### config.mk
export PLATFORM = sky130hd
export DESIGN_NAME = rc4_prga_stream_decryptor
export DESIGN_NICKNAME = d
export VERILOG_FILES = /design/src/rtl/rc4_prga_stream_decryptor.sv
export SDC_FILE = /design/constraint.sdc
export NUM_CORES = 1
export LEC_CHECK = 0
export ABC_AREA = 1
export BUFFER_PORTS_ARGS = -buffer_cell sky130_fd_sc_hd__buf_2
export CAP_MARGIN = 15
export CORE_MARGIN = 5
export CORE_UTILIZATION = 60
export CTS_BUF_LIST = sky130_fd_sc_hd__clkbuf_2
export DETAILED_ROUTE_END_ITERATION = 12
export GPL_ROUTABILITY_DRIVEN = 0
export PLACE_DENSITY = 0.83
export REMOVE_ABC_BUFFERS = 1
export SLEW_MARGIN = 20
export SYNTH_ARGS = -nofsm -noshare
export SYNTH_HDL_FRONTEND = slang
export SYNTH_SLANG_ARGS = --single-unit
### constraint.sdc
create_clock -name clk_i -period 5 [get_ports clk_i]
set_input_delay 1 -clock clk_i [delete_from_list [all_inputs] [get_ports clk_i]]
set_output_delay 1 -clock clk_i [all_outputs]
set_load 0.03 [all_outputs]
### src/rtl/rc4_prga_stream_decryptor.sv
// RC4 PRGA stream decryptor: generates the RC4 keystream from an S-box held in an
// external single-port synchronous RAM and XORs it with ciphertext from a ROM.
// Plaintext bytes go out over a valid/ready handshake.
//
// Optional feature macro: RC4_PRGA_EARLY_ABORT_EN. When it is defined, the run ends
// early (abort_o=1, done_o=1) on the first plaintext byte that is neither 'a'..'z'
// nor a space. When it is undefined, abort_o is always 0 and every byte is emitted.
//
// Ports:
//   clk_i, rst_ni    clock; asynchronous active-low reset
//   start_i          level; sampled in idle/done to begin a run
//   msg_len_i        bytes to decrypt; latched at start and clamped to MSG_DEP
//   s_addr_o         S RAM address
//   s_wdata_o        S RAM write data
//   s_we_o           S RAM write enable
//   s_rdata_i        S RAM read data, valid 1 cycle after the address
//   rom_addr_o       ciphertext ROM address
//   rom_rdata_i      ciphertext ROM data, valid 1 cycle after the address
//   out_data_o       plaintext byte
//   out_idx_o        index of out_data_o
//   out_valid_o      out_data_o/out_idx_o valid
//   out_ready_i      consumer accepts the byte
//   busy_o           run in progress
//   done_o           run finished; held until the next start
//   abort_o          run ended early on a non-text byte
module rc4_prga_stream_decryptor #(
   parameter int unsigned DATA_WIDTH = 8,
   parameter int unsigned MSG_DEP    = 32,
   parameter int unsigned LEN_W      = $clog2(MSG_DEP + 1),
   parameter int unsigned IDX_W      = $clog2(MSG_DEP)
) (
   input  logic                  clk_i,
   input  logic                  rst_ni,
   input  logic                  start_i,
   input  logic [LEN_W-1:0]      msg_len_i,
   output logic [DATA_WIDTH-1:0] s_addr_o,
   output logic [DATA_WIDTH-1:0] s_wdata_o,
   output logic                  s_we_o,
   input  logic [DATA_WIDTH-1:0] s_rdata_i,
   output logic [IDX_W-1:0]      rom_addr_o,
   input  logic [DATA_WIDTH-1:0] rom_rdata_i,
   output logic [DATA_WIDTH-1:0] out_data_o,
   output logic [IDX_W-1:0]      out_idx_o,
   output logic                  out_valid_o,
   input  logic                  out_ready_i,
   output logic                  busy_o,
   output logic                  done_o,
   output logic                  abort_o
);

   typedef enum logic [3:0] {
      StIdle, StRdI, StWtI, StLdI, StWtJ, StLdJ, StWrJ,
      StWrI, StRdF, StWtF, StXor, StEmit, StDone
   } state_e;

   state_e                state_q;
   logic [DATA_WIDTH-1:0] i_q, j_q, si_q, sj_q;
   logic [IDX_W-1:0]      k_q;
   logic [LEN_W-1:0]      len_q;
   logic [DATA_WIDTH-1:0] s_addr_q, s_wdata_q, out_data_q;
   logic                  s_we_q, out_valid_q, busy_q, done_q, abort_q;
   logic [IDX_W-1:0]      rom_addr_q, out_idx_q;

   logic [DATA_WIDTH-1:0] plain;
   logic [LEN_W-1:0]      k_inc;
   logic [LEN_W-1:0]      len_clamped;
   logic                  bad_byte;

   assign plain       = s_rdata_i ^ rom_rdata_i;
   assign k_inc       = LEN_W'(k_q) + LEN_W'(1);
   assign len_clamped = (msg_len_i > LEN_W'(MSG_DEP)) ? LEN_W'(MSG_DEP) : msg_len_i;

`ifdef RC4_PRGA_EARLY_ABORT_EN
   assign bad_byte = !(((plain >= DATA_WIDTH'('h61)) && (plain <= DATA_WIDTH'('h7A))) ||
                       (plain == DATA_WIDTH'('h20)));
`else
   assign bad_byte = 1'b0;
`endif

   // RAM/ROM controls are registered: the address set while in a state is on the bus
   // during the following state, so the read data lands two states later (WT_* covers
   // the gap). The two swap writes therefore hit the RAM before the S[si+sj] read.
   always_ff @(posedge clk_i or negedge rst_ni) begin
      if (!rst_ni) begin
         state_q     <= StIdle;
         i_q         <= '0;
         j_q         <= '0;
         si_q        <= '0;
         sj_q        <= '0;
         k_q         <= '0;
         len_q       <= '0;
         s_addr_q    <= '0;
         s_wdata_q   <= '0;
         s_we_q      <= 1'b0;
         rom_addr_q  <= '0;
         out_data_q  <= '0;
         out_idx_q   <= '0;
         out_valid_q <= 1'b0;
         busy_q      <= 1'b0;
         done_q      <= 1'b0;
         abort_q     <= 1'b0;
      end else begin
         unique case (state_q)
            StIdle, StDone: begin
               if (start_i) begin
                  len_q   <= len_clamped;
                  i_q     <= '0;
                  j_q     <= '0;
                  k_q     <= '0;
                  abort_q <= 1'b0;
                  if (len_clamped == '0) begin
                     done_q  <= 1'b1;
                     busy_q  <= 1'b0;
                     state_q <= StDone;
                  end else begin
                     done_q  <= 1'b0;
                     busy_q  <= 1'b1;
                     state_q <= StRdI;
                  end
               end
            end
            StRdI: begin
               i_q      <= i_q + DATA_WIDTH'(1);
               s_addr_q <= i_q + DATA_WIDTH'(1);
               state_q  <= StWtI;
            end
            StWtI: state_q <= StLdI;
            StLdI: begin
               si_q     <= s_rdata_i;
               j_q      <= j_q + s_rdata_i;
               s_addr_q <= j_q + s_rdata_i;
               state_q  <= StWtJ;
            end
            StWtJ: state_q <= StLdJ;
            StLdJ: begin
               sj_q    <= s_rdata_i;
               state_q <= StWrJ;
            end
            // When i==j both writes store the same value, so the swap stays correct.
            StWrJ: begin
               s_addr_q  <= j_q;
               s_wdata_q <= si_q;
               s_we_q    <= 1'b1;
               state_q   <= StWrI;
            end
            StWrI: begin
               s_addr_q   <= i_q;
               s_wdata_q  <= sj_q;
               s_we_q     <= 1'b1;
               rom_addr_q <= k_q;
               state_q    <= StRdF;
            end
            StRdF: begin
               s_addr_q <= si_q + sj_q;
               s_we_q   <= 1'b0;
               state_q  <= StWtF;
            end
            StWtF: state_q <= StXor;
            StXor: begin
               out_data_q <= plain;
               out_idx_q  <= k_q;
               if (bad_byte) begin
                  abort_q <= 1'b1;
                  done_q  <= 1'b1;
                  busy_q  <= 1'b0;
                  state_q <= StDone;
               end else begin
                  out_valid_q <= 1'b1;
                  state_q     <= StEmit;
               end
            end
            StEmit: begin
               if (out_ready_i) begin
                  out_valid_q <= 1'b0;
                  k_q         <= k_q + IDX_W'(1);
                  if (k_inc == len_q) begin
                     done_q  <= 1'b1;
                     busy_q  <= 1'b0;
                     state_q <= StDone;
                  end else begin
                     state_q <= StRdI;
                  end
               end
            end
            default: state_q <= StIdle;
         endcase
      end
   end

   assign s_addr_o    = s_addr_q;
   assign s_wdata_o   = s_wdata_q;
   assign s_we_o      = s_we_q;
   assign rom_addr_o  = rom_addr_q;
   assign out_data_o  = out_data_q;
   assign out_idx_o   = out_idx_q;
   assign out_valid_o = out_valid_q;
   assign busy_o      = busy_q;
   assign done_o      = done_q;
   assign abort_o     = abort_q;

endmodule

==> metrics.txt, run 1 <==
outcome=completed; core area=0.007607 sq mm; Async S/R FF share, synth=100.0%; Buf/Inv on CP=5; sequential area share after synthesis=46.27%; max-slew violations=0; DP Area=0.004987 sq mm; Peak Freq=0.3775 GHz; average instance area after synthesis=8.093 sq um; Num CTS Buffers=9; Vias/cell=5.555; CP max stage delay=0.49 ns; RSZ-0062 raised after global routing=false; Finished Cell Area=0.005090 sq mm; Die X=97.53 um; area share of the leading cell type in the synthesized netlist=46.27%; hpwl dp=8104 um; mapped cell area=0.004597 sq mm; worst path required time=5.43 ns; Starting Density=60.43%; Tcrit/Tclk final=52.98%; flops & latches, synth=85; Layout area overhead=10.72%; setup_tns=0 ns; Total Wirelength=11080 um; Total Routing Usage GR=24.09%; antenna-violating nets left=0; total setup buffers inserted after CTS=0; die area=0.009512 sq mm; critical path cell sequence=inv_1, ha_1, inv_1, nor2_2, inv_2, nand2_4, nor3_4, nand2_2, inv_2, nand2_1, nand2_1, inv_1, nand4_1; worst-margin pin slew=0.9019 ns; Worst Path Max Fanout=30; Setup WS post-layout=2.351 ns; headroom to the max-slew limit=39.73%; # fillers=653; clock-pin slew on the worst setup and hold paths=0.23 ns; vias in the first global route=3961; Tightest Hold Check Type=input port to async pin; CP arrival=3.08 ns; # DRC=0; pwr/cell area=630.7 mW/mm^2; LEAKAGE=2.618 nW; cell family with most CP delay=simple AND/OR/NAND/NOR gates; Synth Flop Type=dfrtp_1; Yosys top cell by area=dfrtp_1; CTS-repair resized insts=0; 1st-iter DRT viols=285; first-pass GRT wire length=18660 um; Final Net Count=678; CTS tree=yes; most frequent cell after synthesis=nand2_1; count of unique library cells instantiated by Yosys=40; Clock Tree Buf Depth=2; Wirelength per Cell=15.07 um; Final Hold Viols=0; Setup crit start kind=register; crit path kind=register to register; Hold WS=0.4621 ns; Top cell by count, worst path=inv_1; Final Skew=0.02466 ns; Port-buffer cells=63; routed vias=4083; top post-synthesis cells by count=nand2_1, dfrtp_1, o21ai_0, inv_1, nand3_1; initial antenna violation count=0; number of hold buffers added after cts=0; EDFF count, synth=0; std cell rows=32; reg-to-reg slack, setup=2.35 ns; worst-skew pair later-pin latency=0.55 ns; Top Ports=65; largest net degree at the start of global routing=86; post-layout util=66.91%; ranking of synthesized cells by area=dfrtp_1, nand2_1, o21ai_0; CP max stage cell=nor2_2; final setup violation count=0; Worst VDD drop=0.3866 mV; Worst setup EP type=register; ant diodes=0; Initial DRT Pass Iterations=5; Max Cap Viol=0; worst slack, placed=2.454 ns; Clock Sinks=85; min Tclk post-route=2.649 ns; cell count after synthesis=568; yosys warns=0; CTS Root Cell=clkbuf_2; Die Span Y=97.53 um; share of cells above drive strength 1=15.96%; H-tree Lvls=3; Remaining Overflow, GRT=0
## metal layers
layer	wire length, um	part of all wire (%)	GRT usage [%]
met5	0	0	0
met1	4890	44	32.90
met2	5237	47	38.38
met3	671	6.1	4.164
met4	276	2.5	9.478
## path summary, 6_finish.rpt
kind | from | endpoint | cells after the start
max in group asynchronous | rst_ni | s_addr_o[6]$_DFFE_PN0P_ | 1
setup reg to reg | state_q[3]$_DFFE_PN0P_ | s_addr_o[5]$_DFFE_PN0P_ | 13
min in group clk_i | out_valid_o$_DFFE_PN0P_ | out_valid_o$_DFFE_PN0P_ | 2
hold reg to reg | out_valid_o$_DFFE_PN0P_ | out_valid_o$_DFFE_PN0P_ | 2
hold / removal | rst_ni | len_q[4]$_DFFE_PN0P_ | 1
setup / recovery | state_q[3]$_DFFE_PN0P_ | s_addr_o[5]$_DFFE_PN0P_ | 13
## final cells by class
type,instances,area (sq um),share of cell area (%)
clock inverter,5,53.80,1.057
inverter,67,251.5,4.941
tap,102,127.6,2.507
sequential,85,2127,41.79
timing repair buffer,63,321.6,6.318
clock buffer,9,45.04,0.8850
multi-input combinational,404,2163,42.50
## through the flow
stage,power [mW],cells
floorplan,2.386,556
global placement,2.783,721
detailed placement,2.863,721
CTS,3.198,735
global route,3.477,735
finish,3.210,735
## cells by family (layout without fill, tap and decap cells)
logic type / Yosys count / after routing / synth area share (%)
buffers and inverters: 79 / 144 / 6.668
XOR/XNOR: 14 / 14 / 2.667
AND/OR/NAND/NOR: 243 / 243 / 22.89
AO/OA/AOI/OAI: 123 / 123 / 14.86
adder cells (fa/ha/maj): 22 / 22 / 6.315
other: 1 / 1 / 0.08158
flip-flops: 85 / 85 / 46.27
multiplexers: 1 / 1 / 0.2449
## power by group
group | internal [mW] | switching, mW
Sequential | 0.969 | 0.216
Clock | 0.107 | 0.231
Combinational | 0.558 | 1.13
Total | 1.63 | 1.58
## placed cells by master, fill, tap and decap left out, drive strengths merged, types with 2 or more instances in the layout
| cell | instances |
|---|---|
| nand2 | 147 |
| dfrtp | 85 |
| o21ai | 80 |
| inv | 67 |
| buf | 63 |
| nor2 | 42 |
| nand3 | 39 |
| ha | 20 |
| a21oi | 19 |
| o22ai | 12 |
| nand4 | 9 |
| xnor2 | 9 |
| clkbuf | 9 |
| xor2 | 5 |
| a221oi | 3 |
| or2 | 2 |
| o21bai | 2 |
| nand3b | 2 |
| fa | 2 |
| clkinvlp | 2 |
| nor3 | 2 |
| clkinv | 2 |
## worst register-to-register path: cells and delay by family, from the launching register on
kind                     cells  cell delay, ns
AND/OR/NAND/NOR              7            1.10
buffers and inverters        5            0.73
flip-flops                   1            0.46
adder cells (fa/ha/maj)      1            0.26
## sequential cells by signal, indices dropped and copies added (netlist names), 5 cells and up
| name | flops |
|---|---|
| rom_addr_o | 5 |
| out_idx_o | 5 |
| len_q | 6 |
| s_wdata_o | 8 |
| sj_q | 8 |
| k_q | 5 |
| i_q | 8 |
| s_addr_o | 8 |
| out_data_o | 8 |
| si_q | 8 |
| j_q | 8 |
Note: power is estimated with default switching activity, not from simulation.
==> run 2, diff against run 1 <==
--- a/config.mk
+++ b/config.mk
@@ -9,11 +9,11 @@
 export BUFFER_PORTS_ARGS = -buffer_cell sky130_fd_sc_hd__buf_2
 export CAP_MARGIN = 15
 export CORE_MARGIN = 5
-export CORE_UTILIZATION = 60
+export CORE_UTILIZATION = 54
 export CTS_BUF_LIST = sky130_fd_sc_hd__clkbuf_2
 export DETAILED_ROUTE_END_ITERATION = 12
 export GPL_ROUTABILITY_DRIVEN = 0
-export PLACE_DENSITY = 0.83
+export PLACE_DENSITY = 0.79
 export REMOVE_ABC_BUFFERS = 1
 export SLEW_MARGIN = 20
 export SYNTH_ARGS = -nofsm -noshare
==> constraint.sdc (replaced) <==
create_clock -name clk_i -period 2.3 [get_ports clk_i]
set_input_delay 0.46 -clock clk_i [delete_from_list [all_inputs] [get_ports clk_i]]
set_output_delay 0.46 -clock clk_i [all_outputs]
set_load 0.03 [all_outputs]
==> metrics.txt, run 2 (synthesis results as in run 1) <==
CP arrival=2.41 ns (was 3.08 ns); Worst setup EP type=register (unchanged); Clock Sinks=85 (unchanged); setup_tns=0 ns (unchanged); Layout area overhead=12.63% (was 10.72%); pwr/cell area=1356 mW/mm^2 (was 630.7 mW/mm^2); crit path kind=register to register (unchanged); ant diodes=0 (unchanged); min Tclk post-route=2.006 ns (was 2.649 ns); vias in the first global route=3913 (was 3961); worst path required time=2.71 ns (was 5.43 ns); Wirelength per Cell=14.69 um (was 15.07 um); most common cell after layout, fill and taps aside=nand2_1 (unchanged); Die X=102.3 um (was 97.53 um); hpwl dp=8282 um (was 8104 um); Peak Freq=0.4986 GHz (was 0.3775 GHz); Initial DRT Pass Iterations=6 (was 5); Tcrit/Tclk final=87.21% (was 52.98%); outcome=completed (unchanged); final setup violation count=0 (unchanged); Worst VDD drop=0.7597 mV (was 0.3866 mV); Total Routing Usage GR=22.19% (was 24.09%); clock-pin slew on the worst setup and hold paths=0.24 ns (was 0.23 ns); Starting Density=55.67% (was 60.43%); CTS tree=yes (unchanged); Die Span Y=102.3 um (was 97.53 um); # DRC=0 (unchanged); largest net degree at the start of global routing=47 (was 86); Final Hold Viols=0 (unchanged); # fillers=745 (was 653); die area=0.01046 sq mm (was 0.009512 sq mm); initial antenna violation count=0 (unchanged); routed vias=4110 (was 4083); antenna-violating nets left=0 (unchanged); worst-skew pair later-pin latency=0.52 ns (was 0.55 ns); Vias/cell=5.495 (was 5.555); DP Area=0.005056 sq mm (was 0.004987 sq mm); core area=0.008258 sq mm (was 0.007607 sq mm); CTS-repair resized insts=0 (unchanged); max-slew violations=0 (unchanged); RSZ-0062 raised after global routing=false (unchanged); Total Wirelength=10990 um (was 11080 um); Final Skew=0.02388 ns (was 0.02466 ns); H-tree Lvls=3 (unchanged); Clock Tree Buf Depth=2 (unchanged); Num CTS Buffers=9 (unchanged); number of hold buffers added after cts=1 (was 0); CTS Root Cell=clkbuf_2 (unchanged); first-pass GRT wire length=18150 um (was 18660 um); Pwr Total=7.022 mW (was 3.210 mW); total setup buffers inserted after CTS=0 (unchanged); Finished Cell Area=0.005177 sq mm (was 0.005090 sq mm); 1st-iter DRT viols=278 (was 285); Port-buffer cells=63 (unchanged); share of cells above drive strength 1=16.80% (was 15.96%); post-layout util=62.70% (was 66.91%); std cell rows=33 (was 32); Final Net Count=686 (was 678); Hold WS=0.1452 ns (was 0.4621 ns); Remaining Overflow, GRT=0 (unchanged); Top Ports=65 (unchanged); most frequent cells in the layout=nand2_1, dfrtp_1, o21ai_0 (unchanged); Setup crit start kind=register (unchanged); Worst Path Max Fanout=22 (was 30); Max Cap Viol=0 (unchanged); LEAKAGE=2.665 nW (was 2.618 nW); Tightest Hold Check Type=input port to register (was input port to async pin)
run 2: final timing paths:
check,start,end,slack [ns],cells after the start
worst max-delay path,state_q[2]$_DFFE_PN0P_,s_addr_o[0]$_DFFE_PN0P_,0.29,8
worst min-delay path,msg_len_i[0],len_q[0]$_DFFE_PN0P_,0.15,3
worst max register to register,state_q[2]$_DFFE_PN0P_,s_addr_o[0]$_DFFE_PN0P_,0.29,8
worst min register to register,s_addr_o[7]$_DFFE_PN0P_,s_addr_o[7]$_DFFE_PN0P_,0.51,2
max in group asynchronous,rst_ni,s_addr_o[5]$_DFFE_PN0P_,1.39,3
min in group asynchronous,rst_ni,done_o$_DFFE_PN0P_,0.34,2
run 2: per-stage QoR:
step	setup slack, ns	std cells
5_1_grt	0.1577	748
2_1_floorplan	0.3094	556
6_report	0.2943	748
3_3_place_gp	0.3579	731
3_5_place_dp	0.3223	731
4_1_cts	0.2985	748
run 2: critical path, cell delays in order (launching register included):
cell	delay [ns]
dfrtp_1	0.45
inv_1	0.08
ha_1	0.21
inv_1	0.19
nor2_4	0.12
inv_2	0.30
o22ai_1	0.14
a221oi_1	0.29
nand3_1	0.11
run 2: routing by layer:
layer / wire, um / GRT usage, % / vias up
li1: - / - / 2018
met1: 4857 / 30.47 / 1917
met2: 5108 / 35.38 / 148
met3: 711 / 3.140 / 27
met4: 311 / 9.485 / 0
met5: 0 / 0 / -
run 2: power breakdown:
part / internal, mW / switching [mW]
sequential: 2.10 / 0.442
combinational: 1.24 / 2.47
clock: 0.244 / 0.515
run 2: area by class of cell:
class,instances,area [sq um],area share [%]
clock buffer,9,45.04,0.8700
clock inverter,7,66.31,1.281
inverter,67,251.5,4.857
multi-input combinational,404,2163,41.78
sequential,85,2127,41.08
tap,105,131.4,2.537
timing repair buffer,71,392.9,7.588
==> run 3, diff against run 2 <==
--- a/config.mk
+++ b/config.mk
@@ -5,7 +5,6 @@
 export SDC_FILE = /design/constraint.sdc
 export NUM_CORES = 1
 export LEC_CHECK = 0
-export ABC_AREA = 1
 export BUFFER_PORTS_ARGS = -buffer_cell sky130_fd_sc_hd__buf_2
 export CAP_MARGIN = 15
 export CORE_MARGIN = 5
@@ -13,7 +12,7 @@
 export CTS_BUF_LIST = sky130_fd_sc_hd__clkbuf_2
 export DETAILED_ROUTE_END_ITERATION = 12
 export GPL_ROUTABILITY_DRIVEN = 0
-export PLACE_DENSITY = 0.79
+export PLACE_DENSITY = 0.78
 export REMOVE_ABC_BUFFERS = 1
 export SLEW_MARGIN = 20
 export SYNTH_ARGS = -nofsm -noshare
==> metrics.txt, run 3 <==
Total Routing Usage GR=20.83% (was 22.19%); Tcrit/Tclk final=93.75% (was 87.21%); average instance area after synthesis=10.00 sq um (was 8.093 sq um); Starting Density=55.48% (was 55.67%); count of unique library cells instantiated by Yosys=69 (was 40); DP Cell Count=652 (was 731); 1st-iter DRT viols=190 (was 278); Tightest Hold Check Type=input port to register (unchanged); Remaining Overflow, GRT=0 (unchanged); cell count after synthesis=486 (was 568); CP arrival=2.60 ns (was 2.41 ns); most frequent cell after synthesis=dfrtp_1 (was nand2_1); pwr/cell area=1256 mW/mm^2 (was 1356 mW/mm^2); hpwl dp=8460 um (was 8282 um); Worst Path Max Fanout=3 (was 22); critical path cell sequence=ha_1, fa_1, a211oi_1, o21bai_1, a21oi_1, mux2i_1, a32oi_1 (was inv_1, ha_1, inv_1, nor2_4, inv_2, o22ai_1, a221oi_1, nand3_1); CP max stage cell=dfrtp_1 (unchanged); area share of the leading cell type in the synthesized netlist=43.75% (was 46.27%); Final Hold Viols=0 (unchanged); # DRC=0 (unchanged); Initial DRT Pass Iterations=7 (was 6); first-pass GRT wire length=18890 um (was 18150 um); std cell rows=34 (was 33); # fillers=743 (was 745); die area=0.01100 sq mm (was 0.01046 sq mm); setup_tns=0 ns (unchanged); Layout area overhead=12.48% (was 12.63%); EDFF count, synth=0 (unchanged); Synth Flop Type=dfrtp_1 (unchanged); CTS tree=yes (unchanged); CTS Root Cell=clkbuf_2 (unchanged); initial antenna violation count=0 (unchanged); Vias/cell=5.894 (was 5.495); worst-skew pair later-pin latency=0.56 ns (was 0.52 ns); yosys warns=0 (unchanged); flops & latches, synth=85 (unchanged); LEAKAGE=2.659 nW (was 2.665 nW); Port-buffer cells=63 (unchanged); Worst setup EP type=register (unchanged); Hold WS=0.1452 ns (about the same); Clock Sinks=85 (unchanged); most common cell after layout, fill and taps aside=dfrtp_1 (was nand2_1); core area=0.008763 sq mm (was 0.008258 sq mm); Final Net Count=604 (was 686); worst-margin pin slew=0.6674 ns; Setup crit start kind=register (unchanged); Top Ports=65 (unchanged); Die Span Y=104.9 um (was 102.3 um); Async S/R FF share, synth=100.0% (unchanged); sequential area share after synthesis=43.75% (was 46.27%); min Tclk post-route=2.156 ns (was 2.006 ns); Worst VDD drop=0.8016 mV (was 0.7597 mV); Buf/Inv on CP=0 (was 3); largest net degree at the start of global routing=53 (was 47); Final Skew=0.03959 ns (was 0.02388 ns); Total Wirelength=11280 um (was 10990 um); Die X=104.9 um (was 102.3 um); Yosys top cell by area=dfrtp_1 (unchanged); max-slew violations=0 (unchanged); headroom to the max-slew limit=55.51%; crit path kind=register to register (unchanged); Clock Tree Buf Depth=2 (unchanged); cell family with most CP delay=adder cells (was buffers and inverters); ranking of synthesized cells by area=dfrtp_1, nand2_1, ha_1 (was dfrtp_1, nand2_1, o21ai_0); most frequent cells in the layout=dfrtp_1, nand2_1, buf_2 (was nand2_1, dfrtp_1, o21ai_0); H-tree Lvls=3 (unchanged); routed vias=3943 (was 4110); CP max stage delay=0.47 ns (was 0.45 ns); final setup violation count=0 (unchanged); Wirelength per Cell=16.86 um (was 14.69 um); Final Non-Filler Cells=669 (was 748); mapped cell area=0.004862 sq mm (was 0.004597 sq mm); CTS-repair resized insts=0 (unchanged); RSZ-0062 raised after global routing=false (unchanged); top post-synthesis cells by count=dfrtp_1, nand2_1, o21ai_0, nor2_1, ha_1 (was nand2_1, dfrtp_1, o21ai_0, inv_1, nand3_1); multi-input gate area in the final layout=0.002557 sq mm (was 0.002163 sq mm); outcome=completed (unchanged); Seq. cell area=0.002127 sq mm (unchanged); vias in the first global route=3920 (was 3913); Peak Freq=0.4638 GHz (was 0.4986 GHz); Pwr Total=6.870 mW (was 7.022 mW); worst path required time=2.74 ns (was 2.71 ns); total setup buffers inserted after CTS=0 (unchanged); ant diodes=0 (unchanged); antenna-violating nets left=0 (unchanged); Num CTS Buffers=9 (unchanged); clock-pin slew on the worst setup and hold paths=0.24 ns (about the same); share of cells above drive strength 1=23.35% (was 16.80%); Max Cap Viol=0 (unchanged)
-- run 3: changes by cell type in the layout (fill, tap and decap cells not counted), moves of 9 or more --
cell	change
mux2_2	+17
nor2_1	-13
nand2_1	-63
mux2i_1	+13
a21o_1	+12
inv_1	-50
o21ai_0	-24
o21ai_1	-10
nand3_1	-32
o22ai_1	-11
nor3_1	+9
-- run 3: logic make-up after synthesis --
logic type | after synthesis | synth area share, %
flops | 85 | 43.75
compound gates | 121 | 16.44
xor+xnor | 24 | 5.198
mux | 31 | 6.845
simple gates | 172 | 18.07
buf+inv | 30 | 3.654
other cells | 1 | 0.07713
fa+ha+maj | 22 | 5.970
-- run 3: path summary, 6_finish.rpt --
check | startpoint | endpoint | slack [ns] | cells past startpoint
max | si_q[0]$_DFFE_PN0P_ | s_addr_o[6]$_DFFE_PN0P_ | 0.14 | 7
max reg2reg | si_q[0]$_DFFE_PN0P_ | s_addr_o[6]$_DFFE_PN0P_ | 0.14 | 7
max in group asynchronous | rst_ni | sj_q[3]$_DFFE_PN0P_ | 1.22 | 3
min reg2reg | out_data_o[2]$_DFFE_PN0P_ | out_data_o[2]$_DFFE_PN0P_ | 0.50 | 2
min in group asynchronous | rst_ni | s_wdata_o[6]$_DFFE_PN0P_ | 0.45 | 2
min | msg_len_i[5] | len_q[5]$_DFFE_PN0P_ | 0.15 | 3
-- run 3: where the power goes --
part	leakage (nW)	switching [mW]	internal, mW
Clock	0.0805	0.543	0.366
Combinational	1.51	2.12	1.42
Sequential	1.07	0.418	2.01
Total	2.66	3.08	3.79
-- run 3: cell type report --
type / count / share of cell area (%)
repair buffers: 80 / 8.648
inverters: 9 / 0.6177
clock buffers: 9 / 0.8236
flip-flops and latches: 85 / 38.89
well taps: 108 / 2.471
clock inverters: 7 / 1.784
multi-input cells: 371 / 46.76
-- run 3: worst min-delay path: cells and delay by family --
family / cells / cell delay (ns)
buf+inv: 1 / 0.13
simple gates: 2 / 0.10
-- run 3: stage by stage --
stage | util, % | worst slack (ns) | cell area (sq um)
6_report | 62.41 | 0.1438 | 5469
5_1_grt | 62.41 | 0.001234 | 5469
4_1_cts | 62.41 | 0.1471 | 5469
3_5_place_dp | 60.67 | 0.05715 | 5316
3_3_place_gp | 60.67 | 0.05096 | 5316
2_1_floorplan | - | 0.2275 | 4718
-- run 3: metal layers --
metal	vias to the layer above	track usage [%]	wire length [um]
met5	-	0	0
met4	0	5.845	130
met3	14	4.501	681
met2	120	36.92	5818
met1	1927	25.53	4648
li1	1882	-	-
-- run 3: timing repair --
action                     CTS  global route
hold buffers                 1             0
setup endpoints to repair    0             0
hold endpoints to repair    51             0
